### config.mk
export PLATFORM = sky130hd
export DESIGN_NAME = mult_hilo_unit
export DESIGN_NICKNAME = d
export VERILOG_FILES = /design/src/rtl/mult_hilo_unit.sv
export SDC_FILE = /design/constraint.sdc
export NUM_CORES = 1
export LEC_CHECK = 0
export BUFFER_PORTS_ARGS = -buffer_cell sky130_fd_sc_hd__buf_2
export CAP_MARGIN = 40
export CORE_MARGIN = 8
export CORE_UTILIZATION = 53
export CTS_CLUSTER_SIZE = 40
export DETAILED_ROUTE_END_ITERATION = 8
export PLACE_DENSITY = 0.81
export SYNTH_ARGS = -nofsm -noshare
export SYNTH_HDL_FRONTEND = slang
export SYNTH_SLANG_ARGS = --single-unit
export TNS_END_PERCENT = 50
### constraint.sdc
create_clock -name clk -period 10.3 [get_ports clk]
set_input_delay 1.03 -clock clk [delete_from_list [all_inputs] [get_ports clk]]
set_output_delay 1.03 -clock clk [all_outputs]
set_load 0.05 [all_outputs]
### src/rtl/mult_hilo_unit.sv
// Multicycle unsigned multiplier with HI/LO result registers for an in-order pipeline.
// One radix-2 shift-add step per cycle; HI/LO change only when the full product is ready.
module mult_hilo_unit #(
    parameter int WIDTH = 32
) (
    input  logic             clk,
    input  logic             rst_n,
    input  logic             start,
    input  logic [WIDTH-1:0] op_a,
    input  logic [WIDTH-1:0] op_b,
    input  logic             hilo_rd_req,
    input  logic             mf_hilo_sel,
    output logic [WIDTH-1:0] hilo_rd,
    output logic             busy,
    output logic             stall,
    output logic             done
);
    localparam int CW = (WIDTH > 1) ? $clog2(WIDTH) : 1;

    typedef enum logic {
        IDLE = 1'b0,
        BUSY = 1'b1
    } state_t;

    state_t               state_q, state_d;
    logic [WIDTH-1:0]     a_q, a_d;
    logic [WIDTH-1:0]     b_q, b_d;
    logic [WIDTH-1:0]     hi_q, hi_d;
    logic [WIDTH-1:0]     lo_q, lo_d;
    logic [2*WIDTH-1:0]   prod_q, prod_d;
    logic [CW-1:0]        cnt_q, cnt_d;
    logic                 done_q, done_d;

    logic [WIDTH-1:0]     addend;
    logic [WIDTH:0]       step_sum;
    logic [2*WIDTH-1:0]   step_prod;
    logic                 last_step;

    // Multiplier bit cnt_q selects whether a_q is added into the upper half before the shift.
    always_comb begin
        addend    = b_q[cnt_q] ? a_q : '0;
        step_sum  = {1'b0, prod_q[2*WIDTH-1:WIDTH]} + {1'b0, addend};
        step_prod = {step_sum, prod_q[WIDTH-1:1]};
        last_step = (cnt_q == CW'(WIDTH - 1));
    end

    // Handshake: start is a request that is accepted only in IDLE; while BUSY it is
    // dropped and stall holds the pipeline so the request is re-presented later.
    always_comb begin
        state_d = state_q;
        a_d     = a_q;
        b_d     = b_q;
        hi_d    = hi_q;
        lo_d    = lo_q;
        prod_d  = prod_q;
        cnt_d   = cnt_q;
        done_d  = 1'b0;
        case (state_q)
            IDLE: begin
                if (start) begin
                    a_d     = op_a;
                    b_d     = op_b;
                    prod_d  = '0;
                    cnt_d   = '0;
                    state_d = BUSY;
                end
            end
            BUSY: begin
                prod_d = step_prod;
                cnt_d  = cnt_q + 1'b1;
                if (last_step) begin
                    hi_d    = step_prod[2*WIDTH-1:WIDTH];
                    lo_d    = step_prod[WIDTH-1:0];
                    done_d  = 1'b1;
                    state_d = IDLE;
                end
            end
            default: state_d = IDLE;
        endcase
    end

    always_ff @(posedge clk or negedge rst_n) begin
        if (!rst_n) begin
            state_q <= IDLE;
            a_q     <= '0;
            b_q     <= '0;
            hi_q    <= '0;
            lo_q    <= '0;
            prod_q  <= '0;
            cnt_q   <= '0;
            done_q  <= 1'b0;
        end else begin
            state_q <= state_d;
            a_q     <= a_d;
            b_q     <= b_d;
            hi_q    <= hi_d;
            lo_q    <= lo_d;
            prod_q  <= prod_d;
            cnt_q   <= cnt_d;
            done_q  <= done_d;
        end
    end

    assign busy    = (state_q == BUSY);
    assign done    = done_q;
    assign stall   = busy & (hilo_rd_req | start);
    assign hilo_rd = mf_hilo_sel ? hi_q : lo_q;

endmodule

==> impl_metrics.json, run 1 <==
{
  "outcome": "completed",
  "setup_viol": 0,
  "required_ps": 10630,
  "area_delta_synth_final_pct": 13.16,
  "crit_type": "flop to flop",
  "mostFrequentLayoutCell": "nand2_1",
  "cts_tree": "yes",
  "slew_headroom": 0.4590,
  "clk-insertion-delay-late_ps": 440,
  "drtAntennaViolNets": 0,
  "final_hold_viol_count": 0,
  "htree_levels": 4,
  "r2r_cells": 15,
  "fp.dieArea_um2": 23970,
  "synth_seq_area_share": 0.4851,
  "grt_max_degree": 95,
  "row_count": 50,
  "fmax_mhz": 208.5,
  "cts.sinks": 198,
  "ios": 104,
  "wl_per_cell_um": 17.54,
  "drt_iter0_markers": 591,
  "worstMarginPinSlew_ps": 811.4,
  "synth-edff-count": 0,
  "grt_antenna_before_repair": 0,
  "ys_ff_latch": 198,
  "final_core_util": 0.6138,
  "period_share": 0.4656,
  "clk_path_buf_depth": 2,
  "grt_pass1_wl_um": 39390,
  "worstSetupStartpoint": "cnt_q[0]",
  "drive_above_1_share": 0.2502,
  "synthCells": 1010,
  "drv_cap": 0,
  "rr_endpoint": "prod_q[57]",
  "antennaDiodeCount": 0,
  "hpwl_um": 16380,
  "yosys.cell_types.count": 61,
  "cp-end-kind": "flop",
  "reg2reg_slack_ps": 5500,
  "fin_skew_ps": 7.206,
  "clkTransAtPathRegs_ps": 80,
  "io_buffers": 103,
  "start_util": 0.5424,
  "rsz0062_at_grt": "false",
  "grt_overflow": 0,
  "grt_pass1_vias": 7867,
  "viasPerCell": 5.680,
  "fp.coreArea_um2": 18830,
  "grt.total_usage": 0.2033,
  "fin_setup_tns_ps": 0,
  "drc": 0,
  "period_needed_ps": 4796,
  "dieHeight_um": 154.8,
  "dp.cells": 1315,
  "report.final.slew_viol_count": 0,
  "synth_flop_cell": "dfrtp_1",
  "syn_nets": 1114,
  "syn-cell-area_um2": 10210,
  "numCtsBuffers": 17,
  "firstDrtPassIters": 5,
  "vias": 7651,
  "crit_end": "prod_q[57]",
  "path_max_fanout": 32,
  "layoutNonFillerInstCount": 1347,
  "cp.arrival_ps": 5120,
  "ys_warn_count": 0,
  "start_kind": "flop",
  "hp-class": "input port to asynchronous set/reset pin",
  "worstReg2RegStart": "cnt_q[0]",
  "hold_buffers": 0,
  "die_w_um": 154.8,
  "ys_async_sr_fraction": 1.000,
  "mostFrequentLayoutCells": "243 x nand2_1, 197 x dfrtp_1, 106 x mux2_2, 102 x buf_2, 60 x o21ai_0",
  "place.gp.congestion": 0.9012,
  "holdWs_ps": 470.1,
  "cts_root_buf": "clkbuf_16",
  "post-cts-setup-buffers": 0,
  "post_cts_resized": 0,
  "layout.nets": 1178,
  "wirelength_um": 23630,
  "avgSynthCellArea_um2": 10.11
}
-- state kept, by name (all words and copies together) (netlist names) --
name / cells
a_q: 32
b_q: 32
busy: 1
cnt_q: 5
done: 1
hi_q: 32
lo_q: 32
prod_q: 63
-- layer usage --
layer  vias up  track usage  wire length [um]
met3        25      0.03706               836
met5         -            0                 0
met2       158       0.3553             12010
met1      3813       0.2490             10310
li1       3655            -                 -
met4         0      0.06860               482
-- per-stage QoR --
step | setup slack [ps] | instance area, um^2
3_5_place_dp | 5554 | 10940
2_1_floorplan | 6043 | 10210
3_3_place_gp | 5713 | 10860
5_1_grt | 5103 | 11560
6_report | 5504 | 11560
4_1_cts | 5482 | 11560
-- worst min path at each step --
stage                   start       end  slack [ps]  cells past startpoint
finish                  rst_n   hi_q[4]         470                      1
global route            rst_n   hi_q[3]         480                      1
CTS                     rst_n   hi_q[3]         470                      1
detailed placement   lo_q[25]  lo_q[25]         460                      2
global placement    prod_q[1]   lo_q[0]         450                      2
floorplan           prod_q[1]   lo_q[0]         440                      2
-- layout make-up --
cell class                 instances  area, um^2
inverter                          13       48.80
multi-input combinational        731        4954
timing repair buffer             113       651.9
clock buffer                      18       439.2
sequential                       198        4956
fill                            1595        7273
clock inverter                    14       182.7
tap                              260       325.3
-- synth_stat cells (all sizes together) (14+ instances only) --
library cell / number / area share
buf: 21 / 0.0099
a22o: 21 / 0.018
dfrtp: 198 / 0.49
xnor2: 16 / 0.014
clkbuf: 47 / 0.017
o21ai: 68 / 0.033
nand3: 14 / 0.0069
mux2: 108 / 0.12
a21oi: 37 / 0.018
nor2b: 35 / 0.021
nand2: 244 / 0.090
nor2: 28 / 0.010
ha: 34 / 0.042
-- kinds of logic (layout without fill, tap and decap cells) --
kind of cell | Yosys count | after routing | share of synthesized area
flip-flops | 198 | 198 | 0.4851
multiplexers | 120 | 120 | 0.1435
adder cells (fa/ha/maj) | 35 | 35 | 0.04361
AO/OA/AOI/OAI | 186 | 186 | 0.1183
buffers and inverters | 81 | 158 | 0.03197
XOR/XNOR | 25 | 25 | 0.02144
AND/OR/NAND/NOR | 365 | 365 | 0.1561
-- worst max-delay path, cell delays in order (launching register included) --
cell       delay, ps
dfrtp_1          720
mux4_2           590
mux4_2           480
mux2i_2          150
buf_4            350
nor2b_1          100
ha_1             200
inv_1             70
fa_1             200
and2b_1          200
o2111ai_1        270
a211oi_2         150
o2111ai_1        370
a21oi_1          150
or3_1            400
a32o_1           270
Power of run 1 is left out: the tool's default activity adds up to more than one toggle a clock period on the data nets, which glitch-free logic cannot reach.
==> run 2, diff against run 1 <==
--- a/config.mk
+++ b/config.mk
@@ -11,7 +11,7 @@
 export CORE_UTILIZATION = 53
 export CTS_CLUSTER_SIZE = 40
 export DETAILED_ROUTE_END_ITERATION = 8
-export PLACE_DENSITY = 0.81
+export PLACE_DENSITY = 0.84
 export SYNTH_ARGS = -nofsm -noshare
 export SYNTH_HDL_FRONTEND = slang
 export SYNTH_SLANG_ARGS = --single-unit
==> constraint.sdc (replaced) <==
create_clock -name clk -period 4.25 [get_ports clk]
set_input_delay 0.425 -clock clk [delete_from_list [all_inputs] [get_ports clk]]
set_output_delay 0.425 -clock clk [all_outputs]
set_load 0.05 [all_outputs]
==> impl_metrics.json, run 2 (synthesis gave the netlist of run 1 again) <==
{
  "outcome": "complete, but fails checks",
  "violations": "setup timing",
  "critPathMostFrequentCell": "mux4_2",
  "htree_levels": 4,
  "fp.dieArea_um2": 23970,
  "mostFrequentLayoutCell": "nand2_1",
  "top_register": "prod_q",
  "slew_headroom": 0.3580,
  "grt.total_usage": 0.2172,
  "slowest_delay_ps": 490,
  "worstReg2RegStart": "cnt_q[0]",
  "layout.nets": 1221,
  "worstMarginPinSlew_ps": 960.7,
  "hp-class": "input port to asynchronous set/reset pin",
  "vias": 8020,
  "critPathTopFamily": "multiplexers",
  "r2r_cells": 18,
  "drv_cap": 0,
  "viasPerCell": 5.770,
  "cp-end-kind": "flop",
  "cts_root_buf": "clkbuf_16",
  "ios": 104,
  "area_delta_synth_final_pct": 19.04,
  "crit_type": "flop to flop",
  "io_buffers": 103,
  "drive_above_1_share": 0.3195,
  "grt_overflow": 0,
  "critPathBufInv": 5,
  "grt_max_degree": 90,
  "fp.coreArea_um2": 18830,
  "grt_pass1_vias": 8178,
  "start_util": 0.5424,
  "reg2reg_slack_ps": -60,
  "hpwl_um": 17760,
  "fin_skew_ps": 10.07,
  "final_hold_viol_count": 0,
  "drc": 0,
  "path_cells": "buf_12 > buf_8 > mux4_2 > mux4_2 > mux2i_4 > buf_6 > nor2b_4 > ha_2 > inv_2 > fa_2 > and2b_1 > o2111ai_2 > a211oi_2 > buf_4 > o2111ai_4 > a21oi_2 > or3_4 > a32o_1",
  "cts_tree": "yes",
  "drtAntennaViolNets": 0,
  "worstSetupStartpoint": "cnt_q[0]",
  "clkTransAtPathRegs_ps": 70,
  "crit_end": "prod_q[57]",
  "wl_per_cell_um": 18.95,
  "clk-insertion-delay-late_ps": 440,
  "start_kind": "flop",
  "report.final.slew_viol_count": 0,
  "finalWorstSetupSlack_ps": -58.61,
  "wirelength_um": 26340,
  "numCtsBuffers": 17,
  "clk_path_buf_depth": 2,
  "cp.arrival_ps": 4630,
  "crit_path_top_delay_cell": "mux4_2",
  "place.gp.congestion": 0.9337,
  "drt_iter0_markers": 833,
  "firstDrtPassIters": 6,
  "largest_reg_flops": 63,
  "hold_buffers": 0,
  "cts.sinks": 198,
  "path_max_fanout": 7,
  "period_share": 1.014,
  "mostFrequentLayoutCells": "243 x nand2_1, 197 x dfrtp_1, 105 x mux2_2, 102 x buf_2, 59 x o21ai_0",
  "fmax_mhz": 232.1,
  "final_core_util": 0.6456,
  "setup_viol": 3,
  "rr_endpoint": "prod_q[57]",
  "antennaDiodeCount": 0,
  "grt_pass1_wl_um": 41930,
  "grt_antenna_before_repair": 0,
  "cp_num_cells": 18,
  "period_needed_ps": 4309,
  "required_ps": 4570,
  "row_count": 50,
  "die_w_um": 154.8,
  "rsz0062_at_grt": "true",
  "dieHeight_um": 154.8,
  "holdWs_ps": 41.45
}
-- run 2: changes by cell type in the layout (fill, tap and decap cells not counted), sizes merged --
cell,previous run,this run
inv,21,17
buf,112,155
bufinv,2,3
clkinv,4,6
clkinvlp,0,1
-- run 2: cell type report --
type,instances,area [um^2]
fillers,1445,6673
flip-flops and latches,198,4956
clock buffers,18,429.2
clock inverters,14,193.9
repair buffers,156,969.7
inverters,13,48.80
multi-input cells,731,5235
well taps,260,325.3
-- run 2: what timing repair did --
item                                   in CTS  in global routing
buffers inserted                            0                 14
endpoints found under the hold margin       0                  0
pin swaps                                   2                 21
gates cloned                                0                  1
setup endpoints to repair                   6                 27
resized for setup                           5                 62
-- run 2: per-layer routing --
| metal | vias up | share of wire | global-route usage |
|---|---|---|---|
| met5 | - | 0 | 0 |
| met4 | 0 | 0.023 | 0.07280 |
| met3 | 42 | 0.048 | 0.04124 |
| li1 | 3737 | - | - |
| met1 | 4018 | 0.42 | 0.2694 |
| met2 | 223 | 0.51 | 0.3743 |
-- run 2: worst min path at each step --
| stage | to |
|---|---|
| 2_1_floorplan | a_q[0] |
| 3_3_place_gp | lo_q[17] |
| 3_5_place_dp | lo_q[1] |
| 4_1_cts | lo_q[4] |
| 5_1_grt | lo_q[6] |
| 6_report | lo_q[4] |
-- run 2: stage by stage --
stage | setup slack [ps] | instance area [um^2] | cells | TNS (ps)
global route | -172.0 | 12160 | 1390 | -1972
finish | -58.61 | 12160 | 1390 | -73.64
floorplan | 60.64 | 10220 | 1010 | 0
CTS | 16.28 | 11780 | 1376 | 0
detailed placement | -89.22 | 11130 | 1344 | -220.4
global placement | 87.11 | 11130 | 1344 | 0
Power of run 2 is left out for the same reason.
